$ cat src/rtl/pool_window_feeder_if.sv
// Bundles the sample stream, threshold stream and compare-block outputs of the window feeder.
// Latency: none, wiring only.
// Backpressure: s_ready/th_ready from the feeder; the compare side cannot stall.
interface pool_window_feeder_if #(
    parameter int LANES = 7,
    parameter int DW    = 8,
    parameter int THW   = 24
);
    logic                  s_valid;
    logic [DW-1:0]         s_data;
    logic                  s_ready;
    logic                  th_valid;
    logic [THW-1:0]        th_data;
    logic                  th_ready;
    logic [LANES*DW-1:0]   out_Data;
    logic                  out_valid;
    logic [THW-1:0]        threhold;
    logic                  loadthrehold;
    logic                  bin_valid;
    logic                  ch_done;

    // Feeder side: consumes both streams and drives the compare block.
    modport master (
        input  s_valid, s_data, th_valid, th_data,
        output s_ready, th_ready, out_Data, out_valid,
               threhold, loadthrehold, bin_valid, ch_done
    );

    // Environment side: produces the streams and observes the compare-block signals.
    modport slave (
        output s_valid, s_data, th_valid, th_data,
        input  s_ready, th_ready, out_Data, out_valid,
               threhold, loadthrehold, bin_valid, ch_done
    );
endinterface

$ cat src/rtl/pool_window_feeder.sv
// Packs LANES signed samples into one window and loads a threshold word before each channel.
// Latency: out_valid 1 cycle after the last lane is accepted; bin_valid 2 cycles after out_valid.
// Backpressure: s_ready only in FILL, th_ready only in TH_WAIT; the compare side is fire-and-forget.
module pool_window_feeder #(
    parameter int LANES  = 7,
    parameter int DW     = 8,
    parameter int THW    = 24,
    parameter int CH_LEN = 32
) (
    input  logic                    clk,
    input  logic                    rst,
    pool_window_feeder_if.master    fd
);
    localparam int LANE_W = (LANES > 1) ? $clog2(LANES) : 1;
    localparam int WIN_W  = 16;

    typedef enum logic [1:0] {
        TH_WAIT  = 2'd0,
        TH_PULSE = 2'd1,
        FILL     = 2'd2
    } state_t;

    state_t                 state;
    logic                   s_ready_q;
    logic                   th_ready_q;
    logic [THW-1:0]         threhold_q;
    logic                   load_q;

    logic [LANE_W-1:0]      lane_cnt;
    logic [WIN_W-1:0]       win_cnt;
    logic [DW-1:0]          shadow [LANES-1];
    logic [LANES*DW-1:0]    out_q;
    logic                   out_valid_q;
    logic                   ch_done_q;
    logic                   bv_stage;
    logic                   bin_valid_q;

    logic                   s_hs;
    logic                   th_hs;
    logic                   last_lane;
    logic                   last_win;

    assign s_hs      = fd.s_valid & s_ready_q;
    assign th_hs     = fd.th_valid & th_ready_q;
    assign last_lane = (lane_cnt == LANE_W'(LANES - 1));
    assign last_win  = (win_cnt == WIN_W'(CH_LEN - 1));

    // Channel sequencing: wait for a threshold, strobe the load, then stream windows until the channel ends.
    // The strobe is registered off TH_PULSE so threhold has been stable a full cycle before it rises.
    always_ff @(posedge clk or posedge rst) begin
        if (rst) begin
            state      <= TH_WAIT;
            th_ready_q <= 1'b1;
            s_ready_q  <= 1'b0;
            threhold_q <= '0;
            load_q     <= 1'b0;
        end else begin
            load_q <= (state == TH_PULSE);
            case (state)
                TH_WAIT: begin
                    if (th_hs) begin
                        threhold_q <= fd.th_data;
                        th_ready_q <= 1'b0;
                        state      <= TH_PULSE;
                    end
                end
                TH_PULSE: begin
                    s_ready_q <= 1'b1;
                    state     <= FILL;
                end
                FILL: begin
                    if (s_hs && last_lane && last_win) begin
                        s_ready_q  <= 1'b0;
                        th_ready_q <= 1'b1;
                        state      <= TH_WAIT;
                    end
                end
                default: begin
                    s_ready_q  <= 1'b0;
                    th_ready_q <= 1'b1;
                    state      <= TH_WAIT;
                end
            endcase
        end
    end

    // Window assembly: collect lanes in a shadow register and publish the whole window in one cycle,
    // so out_Data only ever changes on the out_valid cycle.
    always_ff @(posedge clk or posedge rst) begin
        if (rst) begin
            lane_cnt    <= '0;
            win_cnt     <= '0;
            out_q       <= '0;
            out_valid_q <= 1'b0;
            ch_done_q   <= 1'b0;
            for (int i = 0; i < LANES - 1; i++) begin
                shadow[i] <= '0;
            end
        end else begin
            out_valid_q <= 1'b0;
            ch_done_q   <= 1'b0;
            if (s_hs) begin
                for (int i = 0; i < LANES - 1; i++) begin
                    if (lane_cnt == LANE_W'(i)) begin
                        shadow[i] <= fd.s_data;
                    end
                end
                if (last_lane) begin
                    for (int i = 0; i < LANES - 1; i++) begin
                        out_q[(LANES-1-i)*DW +: DW] <= shadow[i];
                    end
                    out_q[DW-1:0] <= fd.s_data;
                    out_valid_q   <= 1'b1;
                    lane_cnt      <= '0;
                    if (last_win) begin
                        win_cnt   <= '0;
                        ch_done_q <= 1'b1;
                    end else begin
                        win_cnt <= win_cnt + 1'b1;
                    end
                end else begin
                    lane_cnt <= lane_cnt + 1'b1;
                end
            end
        end
    end

    // Binary-result valid: out_valid delayed through the compare block's max and binary registers.
    always_ff @(posedge clk or posedge rst) begin
        if (rst) begin
            bv_stage    <= 1'b0;
            bin_valid_q <= 1'b0;
        end else begin
            bv_stage    <= out_valid_q;
            bin_valid_q <= bv_stage;
        end
    end

    assign fd.s_ready      = s_ready_q;
    assign fd.th_ready     = th_ready_q;
    assign fd.out_Data     = out_q;
    assign fd.out_valid    = out_valid_q;
    assign fd.threhold     = threhold_q;
    assign fd.loadthrehold = load_q;
    assign fd.bin_valid    = bin_valid_q;
    assign fd.ch_done      = ch_done_q;
endmodule

$ cat src/flat_wrapper.sv
// flat-port wrapper written by rule: the top's interface ports become plain ports
module pool_window_feeder_flat 
#(
    parameter int LANES  = 7,
    parameter int DW     = 8,
    parameter int THW    = 24,
    parameter int CH_LEN = 32
)
  (clk, rst, fd_s_valid, fd_s_data, fd_th_valid, fd_th_data, fd_s_ready, fd_th_ready, fd_out_Data, fd_out_valid, fd_threhold, fd_loadthrehold, fd_bin_valid, fd_ch_done);
  pool_window_feeder_if #(.LANES(LANES), .DW(DW), .THW(THW)) fd_i ();
  input  logic clk;
  input  logic rst;
  input wire logic [$bits(fd_i.s_valid)-1:0] fd_s_valid;
  input wire logic [$bits(fd_i.s_data)-1:0] fd_s_data;
  input wire logic [$bits(fd_i.th_valid)-1:0] fd_th_valid;
  input wire logic [$bits(fd_i.th_data)-1:0] fd_th_data;
  output wire logic [$bits(fd_i.s_ready)-1:0] fd_s_ready;
  output wire logic [$bits(fd_i.th_ready)-1:0] fd_th_ready;
  output wire logic [$bits(fd_i.out_Data)-1:0] fd_out_Data;
  output wire logic [$bits(fd_i.out_valid)-1:0] fd_out_valid;
  output wire logic [$bits(fd_i.threhold)-1:0] fd_threhold;
  output wire logic [$bits(fd_i.loadthrehold)-1:0] fd_loadthrehold;
  output wire logic [$bits(fd_i.bin_valid)-1:0] fd_bin_valid;
  output wire logic [$bits(fd_i.ch_done)-1:0] fd_ch_done;
  assign fd_i.s_valid = fd_s_valid;
  assign fd_i.s_data = fd_s_data;
  assign fd_i.th_valid = fd_th_valid;
  assign fd_i.th_data = fd_th_data;
  assign fd_s_ready = fd_i.s_ready;
  assign fd_th_ready = fd_i.th_ready;
  assign fd_out_Data = fd_i.out_Data;
  assign fd_out_valid = fd_i.out_valid;
  assign fd_threhold = fd_i.threhold;
  assign fd_loadthrehold = fd_i.loadthrehold;
  assign fd_bin_valid = fd_i.bin_valid;
  assign fd_ch_done = fd_i.ch_done;
  pool_window_feeder #(.LANES(LANES), .DW(DW), .THW(THW), .CH_LEN(CH_LEN)) u_core (.clk(clk), .rst(rst), .fd(fd_i));
endmodule
$ cat config.mk
export PLATFORM = sky130hd
export DESIGN_NAME = pool_window_feeder_flat
export DESIGN_NICKNAME = d
export VERILOG_FILES = /design/src/rtl/pool_window_feeder_if.sv /design/src/rtl/pool_window_feeder.sv /design/src/flat_wrapper.sv
export SDC_FILE = /design/constraint.sdc
export NUM_CORES = 1
export LEC_CHECK = 0
export CAP_MARGIN = 30
export CORE_AREA = 10 10 121 123
export DETAILED_ROUTE_END_ITERATION = 12
export DIE_AREA = 0 0 131 133
export PLACE_DENSITY = 0.77
export SYNTH_ARGS = -nofsm -noshare
export SYNTH_HDL_FRONTEND = slang
export SYNTH_SLANG_ARGS = --single-unit
export TNS_END_PERCENT = 10
$ cat constraint.sdc
create_clock -name clk -period 6.3 [get_ports clk]
set_input_delay 0.945 -clock clk [delete_from_list [all_inputs] [get_ports clk]]
set_output_delay 0.945 -clock clk [all_outputs]
set_load 0.01 [all_outputs]
After elaboration in Yosys (flattened, before gate mapping)
Cells that the tools add are included.
{"block": "totals", "in_bits": 36, "out_inout_bits": 86, "word_cells": 65, "reg_bits": 156}
{"block": "op_classes", "add_sub_neg": 2, "eq_ne": 11, "reduce_logical": 15, "n_mux": 15, "bitwise_logic": 4}
{"operator": "2-bit AND reduction", "n": 10}
{"operator": "16-bit by 1-bit adder with 16-bit output, second input constant", "n": 1}
{"operator": "16-bit by 5-bit equality test with 1-bit output, second input constant", "n": 1}
{"operator": "16-bit 2-to-1 mux", "n": 1}
{"operator": "3-bit equality test, second input constant", "n": 3}
{"operator": "1-bit 2-to-1 mux", "n": 8}
{"operator": "3-bit by 2-bit equality test with 1-bit output, second input constant", "n": 2}
{"operator": "1-bit one-hot mux with 3 select lines", "n": 2}
{"operator": "2-bit one-hot mux with 3 select lines", "n": 1}
{"operator": "2-bit 2-to-1 mux", "n": 2}
{"operator": "2-bit by 1-bit != test with 1-bit output, second input constant", "n": 2}
{"operator": "3-bit by 1-bit adder with 3-bit output, second input constant", "n": 1}
{"operator": "3-bit by 1-bit equality test with 1-bit output, second input constant", "n": 1}
{"operator": "3-bit zero test", "n": 1}
{"operator": "3-bit 2-to-1 mux", "n": 1}
{"operator": "3-bit AND reduction", "n": 1}
{"operator": "1-bit bitwise AND", "n": 2}
{"operator": "2-bit by 1-bit equality test with 1-bit output, second input constant", "n": 1}
{"operator": "2-bit equality test, second input constant", "n": 1}
{"operator": "1-bit logical AND", "n": 2}
{"operator": "2-bit zero test", "n": 1}
{"operator": "1-bit NOT", "n": 2}

Longest topological paths before layout
Gate-level depths: netlist of run 1.
{"block": "logic_depth", "ltp_word": 5, "mapped_depth": 8, "depth_no_buf": 5}

Worst setup path before layout of run 1
OpenSTA, ideal clock, no wires.
{"block": "synth_timing", "path_type": "input -> register", "start": "input fd_s_valid", "end": "register u_core.shadow[32] (netlist name)", "path_buffers": 1, "path_slack_ps": 4277, "required_time_ps": 6175, "arrival_ps": 1897, "path_stages": 5, "setup_time_ps": 125, "cell_sequence": "and2_4 nand2_2 or3_1 buf_6 mux2_4"}
{"block": "synth_via", "elab_chain_len": 2}
{"item": "start: declaration", "line": "flat_wrapper.sv:13", "source": "input wire logic [$bits(fd_i.s_valid)-1:0] fd_s_valid;"}
{"item": "1-bit bitwise AND", "line": "pool_window_feeder.sv:43", "source": "assign s_hs = fd.s_valid & s_ready_q;"}
{"item": "2-bit AND reduction (no source line)"}
{"item": "end signal: indexed assignment", "line": "pool_window_feeder.sv:105", "source": "shadow[i] <= fd.s_data;"}
{"item": "end: declaration", "line": "pool_window_feeder.sv:31", "source": "logic [DW-1:0] shadow [LANES-1];"}
Every way passes these cells.
A chain may end at the register's enable or synchronous reset.

Worst setup path after layout of run 1
{"block": "layout_timing", "start": "input fd_s_valid", "end": "register u_core.win_cnt[4]"}
{"block": "layout_via", "elab_chain_len": 2}
{"item": "1-bit bitwise AND", "line": "pool_window_feeder.sv:43"}
{"item": "2-bit AND reduction (no source line)"}
{"item": "end signal: assignment", "line": "pool_window_feeder.sv:119", "source": "win_cnt <= win_cnt + 1'b1;"}
{"item": "end: declaration", "line": "pool_window_feeder.sv:30", "source": "logic [WIN_W-1:0] win_cnt;"}
Every way passes these cells.

==> flow_metrics.env, run 1 <==
export IMPL_status="finished clean"
export IMPL_die_w_um=131
export IMPL_p_leak_nw=3.76
export IMPL_cts_tree="done"
export IMPL_grt_use_total_pct=16.5
export IMPL_instances_no_fill=812
export IMPL_die_area_sq_mm=0.0174
export IMPL_core_sq_mm=0.0124
export IMPL_finalWeightedCongestion=0.759
export IMPL_dr_pass1_iters=4
export IMPL_hold_viol=0
export IMPL_final_max_slew_violation_count=0
export IMPL_synthToLayoutAreaGrowth_pct=32.1
export IMPL_drv_cap=0
export IMPL_synth_seq_cells=156
export IMPL_required_ns=6.60
export IMPL_fp_row_count=41
export IMPL_fmaxAchievable_mhz=393
export IMPL_port_buffers=121
export IMPL_cp_max_fo=62
export IMPL_synth_distinct_cells=43
export IMPL_timing_hold_ws_ns=0.352
export IMPL_slew_headroom_pct=44.1
export IMPL_synthArstFlopShare_pct=100
export IMPL_path_clk_slew_ns=0.06
export IMPL_worst_r2r_cell_count=5
export IMPL_cts_hold_repair_buffers=0
export IMPL_power_density_mw_per_mm2=434
export IMPL_h_tree_depth=4
export IMPL_drive_above_1_share_pct=18.8
export IMPL_min_path_cells=0
export IMPL_clock_tree_root_cell="clkbuf_16"
export IMPL_dp_hpwl_um=9370
export IMPL_layout_worst_path_cycle_share_pct=40.4
export IMPL_place_area_sq_mm=0.00743
export IMPL_cts_sinks=156
export IMPL_synthCells=504
export IMPL_first_iter_violations=207
export IMPL_initial_core_util_pct=49.0
export IMPL_cts_resized=0
export IMPL_postCtsSetupBuffers=0
export IMPL_crit_path_end_kind="flip-flop"
export IMPL_critPathLaunchType="input port"
export IMPL_antenna_found_initial=0
export IMPL_die_h_um=133
export IMPL_num_antenna_cells=0
export IMPL_wl_per_cell_um=17.1
export IMPL_cts_buffers=17
export IMPL_stdcell_area_sq_mm=0.00801
export IMPL_first_global_vias=4373
export IMPL_critPathArrivalTime_ns=2.84
export IMPL_finalSetupTns_ns=0
export IMPL_nets=666
export IMPL_vias=4050
export IMPL_ios=122
export IMPL_postRouteWirelength_um=13800
export IMPL_syn_nets=542
export IMPL_avgSynthCellArea_sq_um=12.0
export IMPL_rsz0062_at_grt="false"
export IMPL_skew_ns=0.0135
export IMPL_hold_path_class="reg -> reg"
export IMPL_synth_edf_count=0
export IMPL_ys_seq_area_share_pct=64.4
export IMPL_ir_drop_uv=185
export IMPL_grt_overflow=0
export IMPL_synthFlopType="dfrtp_1"
export IMPL_viasPerCell=4.99
export IMPL_critical_path_class="in -> reg"
export IMPL_setup_viol_count_final=0
export IMPL_grt_pass1_wl_um=22600
export IMPL_tightest_slew_ns=0.839
export IMPL_drc=0
export IMPL_max_clock_path_buffers=2
export IMPL_clkLatencyLatePin_ns=0.42
export IMPL_final_antenna_net_count=0
export IMPL_mappedNetlistArea_sq_mm=0.00606
export IMPL_grt_max_degree=97
export IMPL_dp_cells=781
export IMPL_fin_crit_ns=2.55
export IMPL_ys_warn_count=0
[layout by cell type (no fill, tap or decap), types with 3 or more instances in the layout]
cell / n
nor4_1: 3
clkinvlp_4: 4
inv_1: 4
mux2_2: 64
clkinv_4: 3
o21ai_0: 3
inv_6: 5
mux2_4: 8
nand2_1: 183
dfrtp_1: 155
nand4_1: 5
buf_4: 3
nor2_1: 5
nand3_1: 6
xnor2_1: 11
a21oi_1: 3
clkdlybuf4s50_1: 121
clkbuf_16: 17
[sequential cells by signal (all words and copies together), names as in the netlist, 2 cells and up]
register            cells
u_core.fd.out_Data     56
u_core.fd.threhold     24
u_core.lane_cnt         3
u_core.shadow          48
u_core.state            2
u_core.win_cnt         16
[routing by layer]
| layer | wire (um) | up-vias | share of wire, % | track usage [%] |
|---|---|---|---|---|
| met2 | 7380 | 105 | 53 | 27.9 |
| met5 | 0 | - | 0 | 0 |
| met4 | 192 | 0 | 1.4 | 6.61 |
| met3 | 882 | 13 | 6.4 | 4.35 |
| li1 | - | 1910 | - | - |
| met1 | 5400 | 2022 | 39 | 19.4 |
[cells in the mapped netlist, types with 2 or more instances]
library cell  number  area share (%)
nor4_1             3            0.31
or3_1              2            0.21
nand4_1            5            0.52
and2_1             2            0.21
nand3_1            6            0.50
clkbuf_1           5            0.31
inv_1              5            0.31
ha_1               2            0.41
o21ai_0            3            0.25
mux2_4             8             2.0
a21oi_1            3            0.25
mux2i_1            2            0.33
xnor2_1           11             1.6
nor2_1             5            0.31
and3_1             2            0.21
dfrtp_1          155              64
buf_2             12            0.99
mux2_2            64              12
nor2_2             2            0.21
o21ai_1            2            0.17
nand2_1          183              11
[stage by stage]
step / utilization (%) / power (mW) / setup slack, ns
after floorplan: - / 2.03 / 1.15
final: 64.8 / 3.47 / 3.75
after global routing: 64.8 / 3.67 / 3.62
after global placement: 60.1 / 2.47 / 3.37
after CTS: 64.8 / 3.51 / 3.76
after detailed placement: 60.1 / 2.52 / 3.31
[final timing paths]
| kind | startpoint | end | slack (ns) |
|---|---|---|---|
| max | fd_s_valid | u_core.win_cnt[4]$_DFFE_PP0P_ | 3.75 |
| min | u_core.bv_stage$_DFF_PP0_ | u_core.fd.bin_valid$_DFF_PP0_ | 0.35 |
| min reg2reg | u_core.bv_stage$_DFF_PP0_ | u_core.fd.bin_valid$_DFF_PP0_ | 0.35 |
| max in group asynchronous | rst | u_core.win_cnt[4]$_DFFE_PP0P_ | 3.94 |
| min in group asynchronous | rst | u_core.fd.threhold[10]$_DFFE_PP0P_ | 1.10 |
| max reg2reg | u_core.lane_cnt[2]$_DFFE_PP0N_ | u_core.win_cnt[4]$_DFFE_PP0P_ | 4.32 |
[power by group]
part / switching, mW / internal (mW) / leakage (nW) / total, mW
clock network: 0.415 / 0.561 / 0.268 / 0.976
logic: 0.415 / 0.538 / 1.51 / 0.953
registers: 0.208 / 1.34 / 1.99 / 1.54
[worst max-delay path, cell delays in order]
cell	delay, ns
clkdlybuf4s50_1	0.56
nand3b_4	0.16
or2_2	0.37
inv_4	0.46
nand4_1	0.19
xnor2_1	0.16
[final cells by class]
type                            count  area [sq um]
Clock inverter                     13           133
Tap cell                          172           215
Timing Repair Buffer              124          1230
Multi-Input combinational cell    323          2050
Inverter                            6          30.0
Fill cell                         936          4360
Clock buffer                       18           439
Sequential cell                   156          3910
[logic make-up after synthesis]
group	count (synthesis)	synth area share, %
simple gates	223	16.0
flops	156	64.4
mux	74	14.2
buf+inv	25	2.02
compound gates	12	1.18
xor+xnor	12	1.73
fa+ha+maj	2	0.413
No activity file was read; power rests on OpenSTA's default activity.
==> run 2, diff against run 1 <==
==> constraint.sdc (replaced) <==
create_clock -name clk -period 2.35 [get_ports clk]
set_input_delay 0.3525 -clock clk [delete_from_list [all_inputs] [get_ports clk]]
set_output_delay 0.3525 -clock clk [all_outputs]
set_load 0.01 [all_outputs]
==> flow_metrics.env, run 2 (synthesis gave the netlist of run 1 again) <==
export IMPL_status="finished clean"
export IMPL_path_delay_family="buffers and inverters"
export IMPL_grt_pass1_wl_um=22600
export IMPL_core_sq_mm=0.0124
export IMPL_stdcell_area_sq_mm=0.00813
export IMPL_path_clk_slew_ns=0.06
export IMPL_num_antenna_cells=0
export IMPL_die_w_um=131
export IMPL_tightest_slew_ns=0.504
export IMPL_ir_drop_uv=551
export IMPL_finalSetupTns_ns=0
export IMPL_max_clock_path_buffers=2
export IMPL_setup_viol_count_final=0
export IMPL_critical_path_cell_chain="clkdlybuf4s50_1"
export IMPL_slew_headroom_pct=66.4
export IMPL_finalWeightedCongestion=0.740
export IMPL_required_ns=2.00
export IMPL_largest_reg_flops=56
export IMPL_layout_common_cells="nand2_1, dfrtp_1, clkdlybuf4s50_1"
export IMPL_mostFrequentLayoutCell="nand2_1"
export IMPL_cts_buffers=17
export IMPL_cp_slowest_cell="clkdlybuf4s50_1"
export IMPL_crit_path_end_kind="primary output"
export IMPL_place_area_sq_mm=0.00754
export IMPL_synthToLayoutAreaGrowth_pct=34.1
export IMPL_skew_ns=0.00657
export IMPL_fmaxAchievable_mhz=528
export IMPL_worst_r2r_cell_count=5
export IMPL_final_antenna_net_count=0
export IMPL_grt_overflow=0
export IMPL_layout_worst_path_cycle_share_pct=80.7
export IMPL_cts_sinks=156
export IMPL_first_global_vias=4225
export IMPL_cts_tree="done"
export IMPL_dp_hpwl_um=9780
export IMPL_postCtsSetupBuffers=0
export IMPL_postRouteWirelength_um=14000
export IMPL_power_density_mw_per_mm2=1160
export IMPL_cp_max_fo=4
export IMPL_drc=0
export IMPL_p_leak_nw=3.83
export IMPL_antenna_found_initial=0
export IMPL_fp_row_count=41
export IMPL_h_tree_depth=4
export IMPL_total_power_mw=9.46
export IMPL_grt_use_total_pct=16.9
export IMPL_r2r_end="u_core.state[1]$_DFFE_PP0P_"
export IMPL_clkLatencyLatePin_ns=0.42
export IMPL_hold_path_class="in -> async"
export IMPL_nets=675
export IMPL_r2r_start="u_core.win_cnt[0]$_DFFE_PP0P_"
export IMPL_critPathArrivalTime_ns=1.54
export IMPL_final_max_slew_violation_count=0
export IMPL_critical_path_class="reg -> out"
export IMPL_drv_cap=0
export IMPL_cts_hold_repair_buffers=0
export IMPL_die_area_sq_mm=0.0174
export IMPL_ios=122
export IMPL_wl_per_cell_um=17.0
export IMPL_drive_above_1_share_pct=19.8
export IMPL_critPathLaunchType="flip-flop"
export IMPL_port_buffers=121
export IMPL_cts_resized=0
export IMPL_hold_viol=0
export IMPL_die_h_um=133
export IMPL_grt_max_degree=70
export IMPL_fin_crit_ns=1.90
export IMPL_fillers=951
export IMPL_first_iter_violations=269
export IMPL_vias=4086
export IMPL_ff2ff_setup_slack_ns=0.54
export IMPL_max_stage_delay_ns=0.57
export IMPL_viasPerCell=4.97
export IMPL_critPathBufInv=1
export IMPL_initial_core_util_pct=49.0
export IMPL_dr_pass1_iters=4
export IMPL_clock_tree_root_cell="clkbuf_16"
export IMPL_rsz0062_at_grt="false"
run 2: cell types whose count changed in the layout (fill, tap and decap cells not counted), sizes merged:
cell and change:
buf +9, bufinv +1, clkinv +1, clkinvlp -1
run 2: routing by layer:
layer | share of wire [%] | wire length, um | GRT usage [%] | vias up
met3 | 4.9 | 681 | 5.11 | 18
met1 | 41 | 5740 | 20.0 | 2064
met2 | 52 | 7320 | 28.0 | 82
met4 | 1.6 | 225 | 6.61 | 0
met5 | 0 | 0 | 0 | -
li1 | - | - | - | 1922
run 2: report_power, final:
group          switching (mW)  internal [mW]
Clock                    1.13           1.59
Combinational            1.12           1.48
Sequential              0.545           3.58
run 2: through the flow:
| stage | std cells | utilization (%) | hold WS (ns) | worst slack (ns) |
|---|---|---|---|---|
| 2_1_floorplan | 504 | - | 0.331 | 0.0254 |
| 3_3_place_gp | 790 | 61.0 | 0.336 | 0.183 |
| 3_5_place_dp | 790 | 61.0 | 0.347 | 0.137 |
| 4_1_cts | 822 | 65.7 | 0.223 | 0.433 |
| 5_1_grt | 822 | 65.7 | 0.247 | 0.408 |
| 6_report | 822 | 65.7 | 0.236 | 0.454 |
run 2: worst max-delay path by stage:
| stage | startpoint | endpoint | slack, ns | depth (start not counted) |
|---|---|---|---|---|
| 2_1_floorplan | rst | u_core.bv_stage$_DFF_PP0_ | 0.03 | 1 |
| 3_3_place_gp | fd_s_valid | u_core.shadow[34]$_DFFE_PP0P_ | 0.18 | 5 |
| 3_5_place_dp | fd_s_valid | u_core.shadow[33]$_DFFE_PP0P_ | 0.14 | 5 |
| 4_1_cts | u_core.fd.th_ready$_DFFE_PP1P_ | fd_th_ready | 0.43 | 1 |
| 5_1_grt | u_core.win_cnt[0]$_DFFE_PP0P_ | u_core.state[1]$_DFFE_PP0P_ | 0.41 | 5 |
| 6_report | u_core.fd.th_ready$_DFFE_PP1P_ | fd_th_ready | 0.45 | 1 |
run 2: area by class of cell:
type | count | area [sq um] | area share [%]
Inverter | 6 | 28.8 | 0.354
Tap cell | 172 | 215 | 2.65
Multi-Input combinational cell | 323 | 2050 | 25.2
Sequential cell | 156 | 3910 | 48.1
Clock buffer | 18 | 429 | 5.28
Clock inverter | 14 | 160 | 1.97
Timing Repair Buffer | 133 | 1340 | 16.5
